File: config.mk
export PLATFORM = sky130hd
export DESIGN_NAME = apb_master_requester
export DESIGN_NICKNAME = d
export VERILOG_FILES = /design/src/rtl/apb_master_requester.sv
export SDC_FILE = /design/constraint.sdc
export NUM_CORES = 1
export LEC_CHECK = 0
export CORE_MARGIN = 5
export CORE_UTILIZATION = 40
export DETAILED_ROUTE_END_ITERATION = 8
export PLACE_DENSITY_LB_ADDON = 0.25
export SKIP_CTS_REPAIR_TIMING = 1
export SLEW_MARGIN = 20
export SYNTH_ARGS = -nofsm -noshare
export SYNTH_HDL_FRONTEND = slang
export SYNTH_SLANG_ARGS = --single-unit
File: constraint.sdc
create_clock -name PCLK -period 1.88 [get_ports PCLK]
set_clock_uncertainty 0.2 [all_clocks]
set_input_delay 0.376 -clock PCLK [delete_from_list [all_inputs] [get_ports PCLK]]
set_output_delay 0.376 -clock PCLK [all_outputs]
set_load 0.005 [all_outputs]
File: src/rtl/apb_master_requester.sv
// ---------------------------------------------------------------------------
// apb_master_requester
//   APB4 requester that turns single-word command requests into APB
//   transfers. It sequences IDLE -> SETUP -> ACCESS -> RESP. It generates
//   per-byte address/write-data parity and strobe parity. It checks
//   PRDATACHK on reads and returns a one-cycle response with error status.
//
//   Optional feature macro: APB_MASTER_TIMEOUT_EN
//     When defined, an ACCESS cycle that runs TIMEOUT_CYCLES cycles without
//     PREADY is aborted with rsp_timeout=1. When undefined, ACCESS waits
//     indefinitely and rsp_timeout is tied to 0.
//
// Ports
//   PCLK, PRESET          clock, synchronous active-high reset
//   cmd_valid/cmd_ready   command handshake (accepted only in IDLE)
//   cmd_write/addr/wdata/strb   command payload
//   rsp_valid             one-cycle response pulse
//   rsp_rdata             read data (0 for writes)
//   rsp_slverr            slave error reported with the response
//   rsp_parity_err        read-data parity mismatch reported with the response
//   rsp_timeout           timeout abort reported with the response
//   PSEL/PENABLE/PWRITE/PADDR/PWDATA/PSTRB   APB request outputs
//   PADDRCHK/PWDATACHK/PSTRBCHK              APB request parity outputs
//   PREADY/PSLVERR/PRDATA/PRDATACHK          APB completer inputs
// ---------------------------------------------------------------------------
module apb_master_requester #(
  parameter int unsigned ADDR_WIDTH     = 8,
  parameter int unsigned DATA_WIDTH     = 32,
  parameter int unsigned STRB_WIDTH     = DATA_WIDTH / 8,
  parameter int unsigned TIMEOUT_CYCLES = 16
) (
  input  logic                    PCLK,
  input  logic                    PRESET,
  input  logic                    cmd_valid,
  output logic                    cmd_ready,
  input  logic                    cmd_write,
  input  logic [ADDR_WIDTH-1:0]   cmd_addr,
  input  logic [DATA_WIDTH-1:0]   cmd_wdata,
  input  logic [STRB_WIDTH-1:0]   cmd_strb,
  output logic                    rsp_valid,
  output logic [DATA_WIDTH-1:0]   rsp_rdata,
  output logic                    rsp_slverr,
  output logic                    rsp_parity_err,
  output logic                    rsp_timeout,
  output logic                    PSEL,
  output logic                    PENABLE,
  output logic                    PWRITE,
  output logic [ADDR_WIDTH-1:0]   PADDR,
  output logic [DATA_WIDTH-1:0]   PWDATA,
  output logic [STRB_WIDTH-1:0]   PSTRB,
  output logic [ADDR_WIDTH/8-1:0] PADDRCHK,
  output logic [DATA_WIDTH/8-1:0] PWDATACHK,
  output logic                    PSTRBCHK,
  input  logic                    PREADY,
  input  logic                    PSLVERR,
  input  logic [DATA_WIDTH-1:0]   PRDATA,
  input  logic [DATA_WIDTH/8-1:0] PRDATACHK
);

  typedef enum logic [1:0] {
    S_IDLE,
    S_SETUP,
    S_ACCESS,
    S_RESP
  } state_t;

  state_t                    r_state;
  state_t                    w_state_nxt;

  logic                      r_write;
  logic [ADDR_WIDTH-1:0]     r_addr;
  logic [DATA_WIDTH-1:0]     r_wdata;
  logic [STRB_WIDTH-1:0]     r_strb;
  logic [DATA_WIDTH-1:0]     r_rdata;
  logic                      r_slverr;
  logic                      r_perr;

  logic                      w_handshake;
  logic                      w_done;
  logic                      w_timeout_hit;
  logic [DATA_WIDTH/8-1:0]   w_rd_par;
  logic                      w_rd_mismatch;

  // cmd_ready is held low while reset is asserted so that every output reads
  // 0 during reset and the first acceptance can only follow reset release.
  assign cmd_ready   = (r_state == S_IDLE) && !PRESET;
  assign w_handshake = cmd_valid && cmd_ready;
  assign w_done      = (r_state == S_ACCESS) && PREADY;

`ifdef APB_MASTER_TIMEOUT_EN
  localparam int unsigned CW = $clog2(TIMEOUT_CYCLES + 1);
  localparam logic [CW-1:0] TO_LAST = CW'(TIMEOUT_CYCLES - 1);

  logic [CW-1:0] r_cnt;
  logic          r_timeout;

  // r_cnt counts completed PREADY=0 ACCESS cycles. The abort fires in the
  // TIMEOUT_CYCLES-th such cycle. A PREADY in that same cycle takes priority
  // through w_done.
  assign w_timeout_hit = (r_state == S_ACCESS) && !PREADY && (r_cnt == TO_LAST);

  always_ff @(posedge PCLK) begin
    if (PRESET) begin
      r_cnt <= '0;
    end else if (r_state == S_SETUP) begin
      r_cnt <= '0;
    end else if ((r_state == S_ACCESS) && !PREADY) begin
      r_cnt <= r_cnt + CW'(1);
    end
  end

  always_ff @(posedge PCLK) begin
    if (PRESET) begin
      r_timeout <= 1'b0;
    end else if (w_done) begin
      r_timeout <= 1'b0;
    end else if (w_timeout_hit) begin
      r_timeout <= 1'b1;
    end
  end

  assign rsp_timeout = (r_state == S_RESP) && r_timeout;
`else
  assign w_timeout_hit = 1'b0;
  assign rsp_timeout   = 1'b0;
`endif

  // State register
  always_ff @(posedge PCLK) begin
    if (PRESET) begin
      r_state <= S_IDLE;
    end else begin
      r_state <= w_state_nxt;
    end
  end

  // Next-state logic
  always_comb begin
    w_state_nxt = r_state;
    case (r_state)
      S_IDLE:   if (w_handshake) w_state_nxt = S_SETUP;
      S_SETUP:  w_state_nxt = S_ACCESS;
      S_ACCESS: if (w_done || w_timeout_hit) w_state_nxt = S_RESP;
      S_RESP:   w_state_nxt = S_IDLE;
      default:  w_state_nxt = S_IDLE;
    endcase
  end

  // Command register. Write data and strobes are zeroed for reads so that
  // PWDATA/PSTRB read as 0 for the whole read transfer.
  always_ff @(posedge PCLK) begin
    if (PRESET) begin
      r_write <= 1'b0;
      r_addr  <= '0;
      r_wdata <= '0;
      r_strb  <= '0;
    end else if (w_handshake) begin
      r_write <= cmd_write;
      r_addr  <= cmd_addr;
      r_wdata <= cmd_write ? cmd_wdata : '0;
      r_strb  <= cmd_write ? cmd_strb  : '0;
    end
  end

  // Read-data parity check on the completing cycle
  always_comb begin
    w_rd_par = '0;
    for (int unsigned i = 0; i < DATA_WIDTH / 8; i++) begin
      w_rd_par[i] = ^PRDATA[8*i +: 8];
    end
  end
  assign w_rd_mismatch = |(PRDATACHK ^ w_rd_par);

  // Response capture
  always_ff @(posedge PCLK) begin
    if (PRESET) begin
      r_rdata  <= '0;
      r_slverr <= 1'b0;
      r_perr   <= 1'b0;
    end else if (w_done) begin
      r_rdata  <= r_write ? '0 : PRDATA;
      r_slverr <= PSLVERR;
      r_perr   <= !r_write && w_rd_mismatch;
    end else if (w_timeout_hit) begin
      r_rdata  <= '0;
      r_slverr <= 1'b0;
      r_perr   <= 1'b0;
    end
  end

  assign rsp_valid      = (r_state == S_RESP);
  assign rsp_rdata      = rsp_valid ? r_rdata : '0;
  assign rsp_slverr     = rsp_valid && r_slverr;
  assign rsp_parity_err = rsp_valid && r_perr;

  // APB request outputs
  assign PSEL    = (r_state == S_SETUP) || (r_state == S_ACCESS);
  assign PENABLE = (r_state == S_ACCESS);
  assign PWRITE  = r_write;
  assign PADDR   = r_addr;
  assign PWDATA  = r_wdata;
  assign PSTRB   = r_strb;

  always_comb begin
    PADDRCHK  = '0;
    PWDATACHK = '0;
    for (int unsigned i = 0; i < ADDR_WIDTH / 8; i++) begin
      PADDRCHK[i] = ^PADDR[8*i +: 8];
    end
    for (int unsigned i = 0; i < DATA_WIDTH / 8; i++) begin
      PWDATACHK[i] = ^PWDATA[8*i +: 8];
    end
  end
  assign PSTRBCHK = ^PSTRB;

endmodule

==> key figures <==
Run status
  – Outcome: finished with violations
  – Failing checks: negative setup slack

STA
  – Fin. Hold Viols: 0
  – Final worst path period share: 1.13
  – RSZ-0062 raised after global routing: yes
  – Final worst slack: -0.252 ns
  – Max-slew violations: 0
  – Max frequency: 0.469 GHz
  – Tmin final: 2.13 ns
  – Slew headroom: 0.440
  – Final setup fails: 38
  – Worst slew pin tran: 0.840 ns

Die
  – Full die area: 11,900 um2
  – Std cell rows: 36
  – Io pins: 176
  – Die Y-Extent: 109 um
  – DIE WIDTH: 109 um
  – Core ar.: 9680 um2
  – Starting Density: 0.407

Hold path
  – Hold WC Path Type: flip-flop to flip-flop
  – Worst Min Path Start: r_slverr$_SDFFE_PP0P_
  – Hold worst-path end: r_slverr$_SDFFE_PP0P_
  – Hold Crit Depth: 2

Detailed routing
  – Vias/cell: 4.82
  – WL final: 13.3 mm
  – 1st-iter DRT viols: 173
  – Antenna-violating nets left: 0
  – First-pass DRT Iterations: 5
  – DRC Markers: 0
  – Vias: 4,027
  – Wire per inst: 16.0 um

Synthesis
  – Simple-gate area share of the yosys netlist: 0.260
  – Gate Count Post-Synth: 472
  – Ys Warns: 0
  – Post-synth ARST share: 0
  – Synth top area share: 0.411
  – Adder-cell area share of the yosys netlist: 0.00952
  – Synthesized area: 3940 um2
  – XOR/XNOR Fraction of Synth Area: 0.168
  – Yosys cell types: 27
  – Yosys top cell by area: dfxtp_1
  – Post-synthesis mux area share: 0.00254
  – Largest family of logic cells by synthesized area: simple AND/OR/NAND/NOR gates
  – Post-synth top flop: dfxtp_1
  – Sequential share of the synthesized area: 0.411
  – Main area contributors after synthesis: dfxtp_1 (41%), xnor2_1 (11%), a21oi_1 (9.0%), nor3b_1 (5.7%), and2_1 (5.6%)
  – FF+latch count, synth: 81
  – Syn Nets: 561
  – Post-synth EDFFs: 0
  – Synth Area in Compound Gates: 0.106
  – Synth Area per Inst: 8.36 um2

Clocking
  – Clk_lat worst skew: 0.35 ns
  – Cts bufs inserted: 9
  – Clock sinks: 81
  – Max clock buf depth: 2
  – Worst-path clk slew: 0.08 ns
  – CTS tree: built
  – H-tree depth: 3
  – CTS root buf: clkbuf_8

Placement
  – GP Congestion: 0.787
  – DP Area: 6200 um2
  – Final HPWL DP: 8.44 mm
  – # port buffers: 174

Cells and area
  – # diodes: 0
  – Post-route cell area: 7010 um2
  – Layout net count: 786
  – Ratio of cells with drive above 1 in the final layout: 0.335
  – Area growth from synthesis to layout: 77.8%
  – Final Util: 0.724
  – Fillers: 705

Worst setup path
  – Crit path arrival time: 1.56 ns
  – FF-to-FF End: PWDATA[28]$_SDFFE_PP0P_
  – Flop-to-flop setup slack: 0.11 ns
  – Worst path most repeated cell: buf_4
  – Worst setup path class: flip-flop to output pin
  – Critical path endpoint category: output pin
  – CP max FO: 6
  – RR Startpoint: r_state[0]$_SDFFE_PP0P_
  – CP max stage delay: 0.37 ns
  – Critical path startpoint category: flip-flop
  – Reg2reg path depth: 8
  – CP max stage cell: dfxtp_4
  – Worst Path Required: 1.30 ns
  – Critical-path cell list: ha_4 > buf_4 > buf_6 > buf_4 > and2_1 > clkbuf_2

Power and ir drop
  – Static leakage: 3.64 nW
  – Maximum vdd drop: 0.000426 V
  – Overall power: 5.18 mW
  – PwrDens: 738 nW/um2

Global routing
  – GR Util met1: 0.223
  – Busiest grt layer: met2
  – First-pass GRT wire length: 18.3 mm
  – GRT overflow: 0
  – Met3 usage: 0.0575
  – Routing usage on met2: 0.333
  – Vias in the first global route: 3,914
  – All-Layer GR Usage: 0.193
  – Initial antenna violation count: 0
  – Pin count of the biggest net entering global routing: 82

Run
  – Max Cap Viol: 0
## critical path, delay by kind of cell, from the launching register on
| kind | cells | cell delay, ns |
|---|---|---|
| simple gates | 1 | 0.14 |
| flops | 1 | 0.37 |
| buf+inv | 4 | 0.51 |
| fa+ha+maj | 1 | 0.20 |
## how the worst max path moves through the flow
stage,from,endpoint
global placement,PRDATA[26],r_perr$_SDFFE_PP0P_
floorplan,PRDATA[27],r_perr$_SDFFE_PP0P_
CTS,r_state[1]$_SDFFE_PP0P_,rsp_rdata[15]
detailed placement,PRDATA[26],r_perr$_SDFFE_PP0P_
finish,r_state[1]$_SDFFE_PP0P_,rsp_rdata[11]
global route,r_state[1]$_SDFFE_PP0P_,rsp_rdata[11]
## routing by layer
layer	part of all wire	vias to the layer above
li1	-	1996
met5	0	-
met1	0.39	1892
met4	0.022	0
met3	0.067	19
met2	0.52	120
## where the power goes
part	total, mW	internal [mW]	leakage, nW	switching [mW]
Clock	1.19	0.545	0.0911	0.647
Combinational	1.98	1.11	2.87	0.873
Sequential	2.00	1.89	0.677	0.113
## synthesized netlist by cell type, types with 2 or more instances
cell type,instances
nand2b_1,8
xnor3_1,3
xor2_1,10
nand2_1,50
buf_2,8
o21ai_1,8
a21oi_1,71
nor3b_2,2
nor2_1,35
nand3_1,37
nor3b_1,30
inv_1,3
xnor2_1,50
ha_1,3
clkbuf_1,28
dfxtp_1,81
and2_1,35
## cell type report
| class | count | area, um2 | share of cell area |
|---|---|---|---|
| repair buffers | 251 | 2550 | 0.364 |
| multi-input cells | 350 | 2420 | 0.345 |
| flip-flops and latches | 81 | 1680 | 0.239 |
| well taps | 133 | 166 | 0.0237 |
| clock buffers | 11 | 151 | 0.0216 |
| clock inverters | 5 | 30.0 | 0.00428 |
| inverters | 4 | 15.0 | 0.00214 |
## registers in the layout, summed over array words and instances, names as in the netlist
register  count
PADDR         8
PSTRB         4
PWDATA       32
PWRITE        1
r_perr        1
r_rdata      32
r_slverr      1
r_state       2
## through the flow
stage | std cells | hold slack [ns] | setup slack [ns] | TNS (ns)
floorplan | 472 | 0.232 | 0.0772 | 0
global placement | 799 | 0.244 | -0.518 | -3.60
detailed placement | 799 | 0.256 | -0.590 | -4.95
CTS | 815 | 0.267 | -0.536 | -23.21
global route | 835 | 0.293 | -0.308 | -6.45
finish | 835 | 0.277 | -0.252 | -4.31
## cell usage in the layout, fill, tap and decap left out, types with 21 or more instances in the layout
cell and count:
a21oi_1 71, clkdlybuf4s50_1 68, dlymetal6s2s_1 63, buf_4 55, nand2_1 49, dfxtp_2 43
dfxtp_1 37, nand3_1 37, nor2_1 34, xnor2_1 30, nor3b_1 30, buf_6 29
xnor2_2 21
## cell families (layout without fill, tap and decap cells)
logic type,after synthesis,count (layout)
AOI/OAI and AO/OA,82,82
DFF,81,81
muxes,1,1
and+or+nand+nor,197,197
adders and majority gates,3,3
other,1,1
xor gates and xnor gates,66,66
buffers and inverters,41,271
No activity file was read; power rests on OpenSTA's default activity.
